==> config.mk <==
export PLATFORM = sky130hd
export DESIGN_NAME = snurisc_icache_flat
export DESIGN_NICKNAME = d
export VERILOG_FILES = /design/src/rtl/snurisc_icache_if.sv /design/src/rtl/snurisc_icache.sv /design/src/flat_wrapper.sv
export SDC_FILE = /design/constraint.sdc
export NUM_CORES = 2
export LEC_CHECK = 0
export BUFFER_PORTS_ARGS = -buffer_cell sky130_fd_sc_hd__buf_2
export CAP_MARGIN = 20
export CORE_MARGIN = 8
export CORE_UTILIZATION = 50
export CTS_BUF_LIST = sky130_fd_sc_hd__clkbuf_16
export DETAILED_ROUTE_END_ITERATION = 7
export PLACE_DENSITY = 0.77
export SLEW_MARGIN = 20
export SYNTH_ARGS = -nofsm -noshare
export SYNTH_HDL_FRONTEND = slang
export SYNTH_SLANG_ARGS = --single-unit
==> constraint.sdc <==
create_clock -name i_clk -period 3.75 [get_ports i_clk]
set_clock_uncertainty 0.2 [all_clocks]
set_input_delay 0.375 -clock i_clk [delete_from_list [all_inputs] [get_ports i_clk]]
set_output_delay 0.375 -clock i_clk [all_outputs]
set_load 0.01 [all_outputs]
==> src/rtl/snurisc_icache_if.sv <==
// Fetch-side and memory-side signal bundle for the snurisc instruction cache.
// The slave modport is the cache's view; the master modport is the view of
// whatever drives it (core fetch stage plus memory responder).
interface snurisc_icache_if #(
    parameter int AWIDTH = 32,
    parameter int DWIDTH = 32
);
    logic              i_rq;
    logic [AWIDTH-1:0] i_addr;
    logic              o_ready;
    logic              o_valid;
    logic [DWIDTH-1:0] o_inst;
    logic              i_flush;
    logic              o_mem_rq;
    logic [AWIDTH-1:0] o_mem_addr;
    logic              i_mem_ack;
    logic              i_mem_rvalid;
    logic [DWIDTH-1:0] i_mem_rdata;

    modport slave (
        input  i_rq, i_addr, i_flush, i_mem_ack, i_mem_rvalid, i_mem_rdata,
        output o_ready, o_valid, o_inst, o_mem_rq, o_mem_addr
    );

    modport master (
        output i_rq, i_addr, i_flush, i_mem_ack, i_mem_rvalid, i_mem_rdata,
        input  o_ready, o_valid, o_inst, o_mem_rq, o_mem_addr
    );
endinterface

==> src/rtl/snurisc_icache.sv <==
// Direct-mapped read-only instruction cache. Hits answer one cycle after the
// request is accepted; misses fetch a whole line (word 0 first) and then
// replay the lookup. A flush during a refill lets the memory transaction run
// to completion but leaves the line invalid.
module snurisc_icache #(
    parameter int AWIDTH     = 32,
    parameter int DWIDTH     = 32,
    parameter int LINE_WORDS = 4,
    parameter int NUM_LINES  = 16
) (
    input  logic           i_clk,
    input  logic           i_reset,
    snurisc_icache_if.slave bus
);
    localparam int WORD_W = $clog2(LINE_WORDS);
    localparam int OFF_W  = WORD_W + 2;
    localparam int IDX_W  = $clog2(NUM_LINES);
    localparam int TAG_W  = AWIDTH - OFF_W - IDX_W;
    localparam logic [WORD_W-1:0] LAST_BEAT = WORD_W'(LINE_WORDS - 1);

    typedef enum logic [1:0] {
        ST_IDLE     = 2'd0,
        ST_COMPARE  = 2'd1,
        ST_MISS_REQ = 2'd2,
        ST_REFILL   = 2'd3
    } state_t;

    state_t              state_q;
    logic [AWIDTH-3:0]   waddr_q;       // word address of the accepted request
    logic [WORD_W-1:0]   cnt_q;         // refill beat counter
    logic                flush_pend_q;  // flush seen while a refill is in flight
    logic [DWIDTH-1:0]   inst_q;        // last delivered instruction
    logic [NUM_LINES-1:0] valid_q;

    logic [TAG_W-1:0]    tag_mem  [NUM_LINES];
    logic [DWIDTH-1:0]   data_mem [NUM_LINES][LINE_WORDS];

    logic [IDX_W-1:0]    idx_s;
    logic [TAG_W-1:0]    tag_s;
    logic [WORD_W-1:0]   word_s;
    logic [AWIDTH-1:0]   line_addr_s;
    logic                hit_s;
    logic                beat_s;
    logic                last_beat_s;
    logic                accept_s;
    logic                ready_s;
    logic                valid_s;
    logic [DWIDTH-1:0]   inst_s;
    logic                mem_rq_s;
    logic [AWIDTH-1:0]   mem_addr_s;

    assign word_s      = waddr_q[WORD_W-1:0];
    assign idx_s       = waddr_q[WORD_W +: IDX_W];
    assign tag_s       = waddr_q[AWIDTH-3 -: TAG_W];
    assign line_addr_s = {waddr_q[AWIDTH-3:WORD_W], {OFF_W{1'b0}}};
    assign hit_s       = valid_q[idx_s] && (tag_mem[idx_s] == tag_s);
    assign beat_s      = (state_q == ST_REFILL) && bus.i_mem_rvalid;
    assign last_beat_s = beat_s && (cnt_q == LAST_BEAT);
    assign accept_s    = bus.i_rq && ready_s;

    // Output decode from the current state; reset and flush force outputs quiet.
    always_comb begin
        ready_s    = 1'b0;
        valid_s    = 1'b0;
        inst_s     = inst_q;
        mem_rq_s   = 1'b0;
        mem_addr_s = '0;
        if (i_reset) begin
            inst_s = '0;
        end else begin
            case (state_q)
                ST_IDLE: begin
                    ready_s = !bus.i_flush;
                end
                ST_COMPARE: begin
                    if (hit_s && !bus.i_flush) begin
                        ready_s = 1'b1;
                        valid_s = 1'b1;
                        inst_s  = data_mem[idx_s][word_s];
                    end else begin
                        ready_s = 1'b0;
                        valid_s = 1'b0;
                    end
                end
                ST_MISS_REQ: begin
                    mem_rq_s   = 1'b1;
                    mem_addr_s = line_addr_s;
                end
                ST_REFILL: begin
                    ready_s = 1'b0;
                end
                default: begin
                    ready_s = 1'b0;
                end
            endcase
        end
    end

    assign bus.o_ready    = ready_s;
    assign bus.o_valid    = valid_s;
    assign bus.o_inst     = inst_s;
    assign bus.o_mem_rq   = mem_rq_s;
    assign bus.o_mem_addr = mem_addr_s;

    // Control FSM: lookup, miss request, refill, valid bits and flush tracking.
    always_ff @(posedge i_clk) begin
        if (i_reset) begin
            state_q      <= ST_IDLE;
            waddr_q      <= '0;
            cnt_q        <= '0;
            flush_pend_q <= 1'b0;
            inst_q       <= '0;
            valid_q      <= '0;
        end else begin
            if (accept_s) begin
                waddr_q <= bus.i_addr[AWIDTH-1:2];
            end
            if (valid_s) begin
                inst_q <= inst_s;
            end
            case (state_q)
                ST_IDLE: begin
                    state_q <= accept_s ? ST_COMPARE : ST_IDLE;
                end
                ST_COMPARE: begin
                    if (bus.i_flush) begin
                        state_q <= ST_IDLE;
                    end else if (hit_s) begin
                        state_q <= accept_s ? ST_COMPARE : ST_IDLE;
                    end else begin
                        state_q <= ST_MISS_REQ;
                    end
                end
                ST_MISS_REQ: begin
                    if (bus.i_flush) begin
                        flush_pend_q <= 1'b1;
                    end
                    if (bus.i_mem_ack) begin
                        state_q <= ST_REFILL;
                        cnt_q   <= '0;
                    end
                end
                ST_REFILL: begin
                    if (beat_s) begin
                        cnt_q <= cnt_q + WORD_W'(1);
                    end
                    if (last_beat_s) begin
                        flush_pend_q <= 1'b0;
                        if (flush_pend_q || bus.i_flush) begin
                            state_q <= ST_IDLE;
                        end else begin
                            state_q        <= ST_COMPARE;
                            valid_q[idx_s] <= 1'b1;
                        end
                    end else if (bus.i_flush) begin
                        flush_pend_q <= 1'b1;
                    end
                end
                default: begin
                    state_q <= ST_IDLE;
                end
            endcase
            if (bus.i_flush) begin
                valid_q <= '0;
            end
        end
    end

    // Line storage: refill beats fill data words, the last beat writes the tag.
    always_ff @(posedge i_clk) begin
        if (!i_reset && beat_s) begin
            data_mem[idx_s][cnt_q] <= bus.i_mem_rdata;
        end
        if (!i_reset && last_beat_s) begin
            tag_mem[idx_s] <= tag_s;
        end
    end
endmodule
==> src/flat_wrapper.sv <==
// flat-port wrapper written by rule: the top's interface ports become plain ports
module snurisc_icache_flat 
#(
    parameter int AWIDTH     = 32,
    parameter int DWIDTH     = 32,
    parameter int LINE_WORDS = 4,
    parameter int NUM_LINES  = 16
)
  (i_clk, i_reset, bus_i_rq, bus_i_addr, bus_i_flush, bus_i_mem_ack, bus_i_mem_rvalid, bus_i_mem_rdata, bus_o_ready, bus_o_valid, bus_o_inst, bus_o_mem_rq, bus_o_mem_addr);
  snurisc_icache_if #(.AWIDTH(AWIDTH), .DWIDTH(DWIDTH)) bus_i ();
  input  logic i_clk;
  input  logic i_reset;
  input wire logic [$bits(bus_i.i_rq)-1:0] bus_i_rq;
  input wire logic [$bits(bus_i.i_addr)-1:0] bus_i_addr;
  input wire logic [$bits(bus_i.i_flush)-1:0] bus_i_flush;
  input wire logic [$bits(bus_i.i_mem_ack)-1:0] bus_i_mem_ack;
  input wire logic [$bits(bus_i.i_mem_rvalid)-1:0] bus_i_mem_rvalid;
  input wire logic [$bits(bus_i.i_mem_rdata)-1:0] bus_i_mem_rdata;
  output wire logic [$bits(bus_i.o_ready)-1:0] bus_o_ready;
  output wire logic [$bits(bus_i.o_valid)-1:0] bus_o_valid;
  output wire logic [$bits(bus_i.o_inst)-1:0] bus_o_inst;
  output wire logic [$bits(bus_i.o_mem_rq)-1:0] bus_o_mem_rq;
  output wire logic [$bits(bus_i.o_mem_addr)-1:0] bus_o_mem_addr;
  assign bus_i.i_rq = bus_i_rq;
  assign bus_i.i_addr = bus_i_addr;
  assign bus_i.i_flush = bus_i_flush;
  assign bus_i.i_mem_ack = bus_i_mem_ack;
  assign bus_i.i_mem_rvalid = bus_i_mem_rvalid;
  assign bus_i.i_mem_rdata = bus_i_mem_rdata;
  assign bus_o_ready = bus_i.o_ready;
  assign bus_o_valid = bus_i.o_valid;
  assign bus_o_inst = bus_i.o_inst;
  assign bus_o_mem_rq = bus_i.o_mem_rq;
  assign bus_o_mem_addr = bus_i.o_mem_addr;
  snurisc_icache #(.AWIDTH(AWIDTH), .DWIDTH(DWIDTH), .LINE_WORDS(LINE_WORDS), .NUM_LINES(NUM_LINES)) u_core (.i_clk(i_clk), .i_reset(i_reset), .bus(bus_i));
endmodule
Word-level counts from Yosys, hierarchy flattened
Memories as Yosys holds them, arrays and structs flattened. A register that Yosys moved wholly into a read port is not among the register bits.
Index checks and enable logic that the tools add are counted.
{"block": "op_classes", "addsub": 1, "mul": 0, "div_mod_pow": 0, "magnitude_cmp": 5, "eq_ne": 8, "shift": 0, "muxes": 42, "bitwise_logic": 4, "reduce_logical": 18}
{"operator": "2-to-1 mux 32 bit", "count": 8}
{"operator": "2-to-1 mux 128 bit", "count": 1}
{"operator": "binary-select mux 32 bit (select 2 bit)", "count": 1}
{"operator": "demux 32 bit (select 2 bit)", "count": 1}
{"operator": "== test 24 bit", "count": 1}
{"operator": "2-to-1 mux 4 bit", "count": 4}
{"operator": "bitwise OR 16 bit", "count": 1}
{"operator": "2-to-1 mux 1 bit", "count": 15}
{"operator": "2-to-1 mux 2 bit", "count": 6}
{"operator": "logical AND 1 bit", "count": 9}
{"operator": "one-hot mux 2 bit (4 select lines)", "count": 1}
{"operator": "== test 2 bit (second input constant)", "count": 3}
{"operator": "greater-or-equal comparator 3 bit (second input constant)", "count": 2}
{"operator": "NOT 2 -> 3 bit", "count": 2}
{"operator": "AND reduction 3 bit", "count": 2}
{"operator": "< comparator 4 x 5 -> 1 bit (second input constant)", "count": 1}
{"operator": "binary-select mux 1 bit (select 4 bit)", "count": 1}
{"operator": "demux 1 bit (select 4 bit)", "count": 1}
{"operator": "greater-or-equal comparator 4 x 1 -> 1 bit (second input constant)", "count": 1}
{"operator": "!= test 2 x 1 -> 1 bit (second input constant)", "count": 2}
{"operator": "one-hot mux 1 bit (2 select lines)", "count": 2}
{"operator": "one-hot mux 2 bit (2 select lines)", "count": 1}
{"operator": "< comparator 3 x 1 -> 1 bit (second input constant)", "count": 1}
{"operator": "adder 2 x 1 -> 2 bit (second input constant)", "count": 1}
{"operator": "9 further kinds", "count": 10}
{"block": "totals", "reg_bits": 83, "latchBits": 0, "ram_bits": 2432, "rom_bits": 0, "inputBits": 70, "output_inout_bits": 67, "wordCells": 86, "mem_count": 2}
{"name": "u_core.data_mem", "depth": 16, "width": 128, "read_ports": 1, "rd_clocked_by_memory_dff": 1, "write_ports": 1, "line_no": "snurisc_icache.sv:36", "rtl": "logic [DWIDTH-1:0] data_mem [NUM_LINES][LINE_WORDS];"}
{"name": "u_core.tag_mem", "depth": 16, "width": 24, "read_ports": 1, "rd_clocked_by_memory_dff": 1, "write_ports": 1, "line_no": "snurisc_icache.sv:35", "rtl": "logic [TAG_W-1:0] tag_mem [NUM_LINES];"}

Depth between registers and ports, before layout
{"block": "depth", "ltp_word": 12, "mapped_depth": 14, "mapped_depth_nobuf": 9}

Worst setup path before layout
Ideal clock, no wire load.
{"block": "synth_timing", "path_type": "reg2out", "start": "reg with a tool-made name", "end": "out bus_o_inst[31]", "arrival_ns": 3.308, "required_ns": 3.175, "slack_ns": -0.133, "stages_incl_launch_ff": 13, "n_path_buf": 7, "cell_sequence": "dfxtp_1 buf_4 buf_6 buf_6 buf_6 buf_2 buf_1 buf_1 mux4_2 mux4_2 mux4_2 mux2i_1 nor2_1"}
{"element": "end, declared", "line_no": "flat_wrapper.sv:21", "rtl": "output wire logic [$bits(bus_i.o_inst)-1:0] bus_o_inst;"}

==> qor.yml <==
power_and_ir_drop:
  pwr_density_cell_mw_per_mm2: 499
  leakagePower_nw: 35.4
  p_total_mw: 57.0
  vdd_ir_drop_max_mv: 0.472
timing:
  period_share: 1.39
  finalHoldViolCount: 0
  relSlewSlack: 0.222
  setup_viol: 88
  setup_ws_ns: -1.45
  slew_violations: 0
  fmax_mhz: 192
  tns_ns: -61.96
  holdWs_ns: 0.0695
  worstMarginPinSlew_ns: 1.17
  rsz0062_at_grt: "true"
  period_needed_ns: 5.20
logic_synthesis:
  synth_edf_count: 2432
  synth-async-reset-ratio: 0
  synth_top_family_by_area: "multiplexers"
  synth.most_common_cell: "edfxtp_1"
  synth.top_cells.by_count: "2432 x edfxtp_1, 744 x mux4_2, 175 x nor2_1, 114 x clkbuf_1, 91 x mux2i_1"
  synthCells: 4159
  syn_avg_cell_area_um2: 23.3
  yosysTopAreaCell: "edfxtp_1"
  synth.area.top_cells: "edfxtp_1 75%, mux4_2 17%, dfxtp_1 1.8%, mux2i_1 0.94%, nor2_1 0.68%"
  synth_compound_area_frac: 0.0107
  syn_area_mm2: 0.0968
  ys.flop_type: "edfxtp_1"
  synthXorXnorAreaFrac: 0.00181
  ys_seq_elements: 2519
  yosysSeqAreaShare: 0.773
  synth_mux_area_frac: 0.185
  yosysWarnings: 0
  yosysUniqueCellTypes: 70
  synth_top_area_share: 0.755
  synth_fa_ha_area_frac: 0.000517
  yosys.area_share.simple: 0.0172
route:
  drtAntennaViolNets: 0
  avgViaCountPerCell: 6.73
  routed_wl_um: 275000
  drt-initial-drc-count: 7308
  vias: 50669
  drc: 1
  firstDrtPassIters: 8
  wl_per_cell_um: 36.5
floorplan:
  initial_utilization: 0.503
  die-area_mm2: 0.208
  ios: 137
  chipHeight_um: 456
  core-area_mm2: 0.192
  die_w_um: 456
  rows: 161
grt:
  antenna_found_initial: 34
  grt_max_degree: 103
  grt_pass1_wl_um: 377000
  grt_pass1_vias: 51058
  grt_overflow: 0
  grt_usage: 0.251
cells_and_area:
  syn2layout_area_growth_pct: 18.1
  fin_util: 0.594
  layout.cells.non_filler: 7529
  nNetsFinal: 4863
  final_cell_area_mm2: 0.114
  layout-drive-gt1-share: 0.374
clocking:
  clock_latency_ns: 0.90
  cts_max_level: 4
  clockBufferDepth: 3
  cts.sinks: 2519
  cts_tree: "done"
  clockRootBuffer: "clkbuf_16"
  cts_buffers: 234
  clkTransAtPathRegs_ns: 0.06
placement:
  gp_congestion: 0.811
  post_dp_cell_area_mm2: 0.104
  hpwl_um: 137000
  port_buffers: 130
  dp_cells: 6966
  place_ws_ns: -0.602
job:
  maxCapViolCount: 0
setup_path:
  cp-start-kind: "register"
  arrival_ns: 4.63
  crit_type: "register to output port"
  critPathMaxFanout: 9
  end_kind: "output port"
  crit_required_ns: 3.17
hold_path:
  hp-class: "primary input to register"
outcome:
  violations: "design-rule violations, negative setup slack"
  status: "finished, violations left"
==> timing repair <==
item / CTS / global route
setup buffers: 31 / 16
pin swaps: 17 / 30
gates resized for setup: 109 / 100
setup endpoints to repair: 101 / 98
hold buffers: 35 / 20
endpoints found under the hold margin: 68 / 1280
gates cloned: 8 / 4
==> final cells by class <==
class                      instances  area, um^2
sequential                      2519       74800
tap                             2526        3160
inverter                           9        41.3
clock buffer                     240        6010
timing repair buffer             627        6420
clock inverter                   203        1670
antenna                            7        17.5
multi-input combinational       1398       22200
fill                           12372       78100
==> cells in the final DEF (no fill, tap or decap), drive strengths merged, types with 7 or more instances in the layout <==
master       synthesis  layout
a21oi               41      41
a22oi               10      10
a31oi                9       9
a41oi               11      11
and2                32      32
buf                122     562
bufinv               0      21
clkbuf             114     244
clkinv               1     114
clkinvlp             0       8
dfxtp               87      87
diode                0       7
dlygate4sd3          0      55
edfxtp            2432    2432
inv                  8      69
mux2                23      23
mux2i               91      91
mux4               744     744
nand2               32      32
nand3               50      50
nor2               175     175
nor2b               12      12
nor3                14      14
o21ai               44      44
o22ai               10      10
xnor2               13      13
xor2                 7       7
==> where the power goes <==
| group | switching, mW | leakage (nW) | internal [mW] | total [mW] |
|---|---|---|---|---|
| Combinational | 1.25 | 9.04 | 0.880 | 2.13 |
| Sequential | 0.0382 | 22.4 | 30.8 | 30.8 |
| Clock | 10.9 | 3.94 | 13.1 | 24.0 |
| Total | 12.2 | 35.4 | 44.8 | 57.0 |
==> sequential cells by signal, indices dropped and copies added, names as in the netlist, named ones only <==
name	count
u_core.cnt_q	2
u_core.data_mem	2048
u_core.flush_pend_q	1
u_core.inst_q	32
u_core.state_q	1
u_core.tag_mem	384
u_core.valid_q	16
u_core.waddr_q	30
==> kinds of logic (layout without fill, tap and decap cells) <==
| group | count (synthesis) | in the layout |
|---|---|---|
| compound gates | 160 | 160 |
| mux | 858 | 858 |
| simple gates | 352 | 352 |
| flops | 2519 | 2519 |
| fa+ha+maj | 4 | 4 |
| xor+xnor | 20 | 20 |
| other cells | 1 | 11 |
| buf+inv | 245 | 1079 |
==> critical path: stages (launching register included) <==
cell and delay [ns]:
dfxtp_4 0.37, buf_6 0.15, buf_6 0.16, or2_4 0.27, buf_4 0.14, o22a_1 0.23, o2111a_1 0.16, a2111oi_2 0.37
buf_4 0.20, o2111ai_2 0.14, nor4_4 0.37, nand4_4 0.14, buf_12 0.21, buf_4 0.18, mux2i_4 0.25, nor2_4 0.09
buf_6 0.17, buf_6 0.12
==> routing by layer <==
metal	share of wire	track usage	vias up
met5	0.00054	0	-
met2	0.51	0.426	4407
met1	0.33	0.307	26365
li1	-	-	18993
met4	0.049	0.113	22
met3	0.11	0.0628	882
==> final timing paths <==
path / depth (start not counted) / endpoint / startpoint / slack (ns)
worst max-delay path: 17 / bus_o_inst[9] / register / -1.45
worst min-delay path: 1 / u_core.data_mem[12][38] / bus_i_mem_rdata[6] / 0.07
worst min register to register: 2 / u_core.valid_q[14] / u_core.valid_q[14] / 0.27
worst max register to register: 22 / u_core.waddr_q[25] / register / -0.54
(Power assumes the default switching activity.)
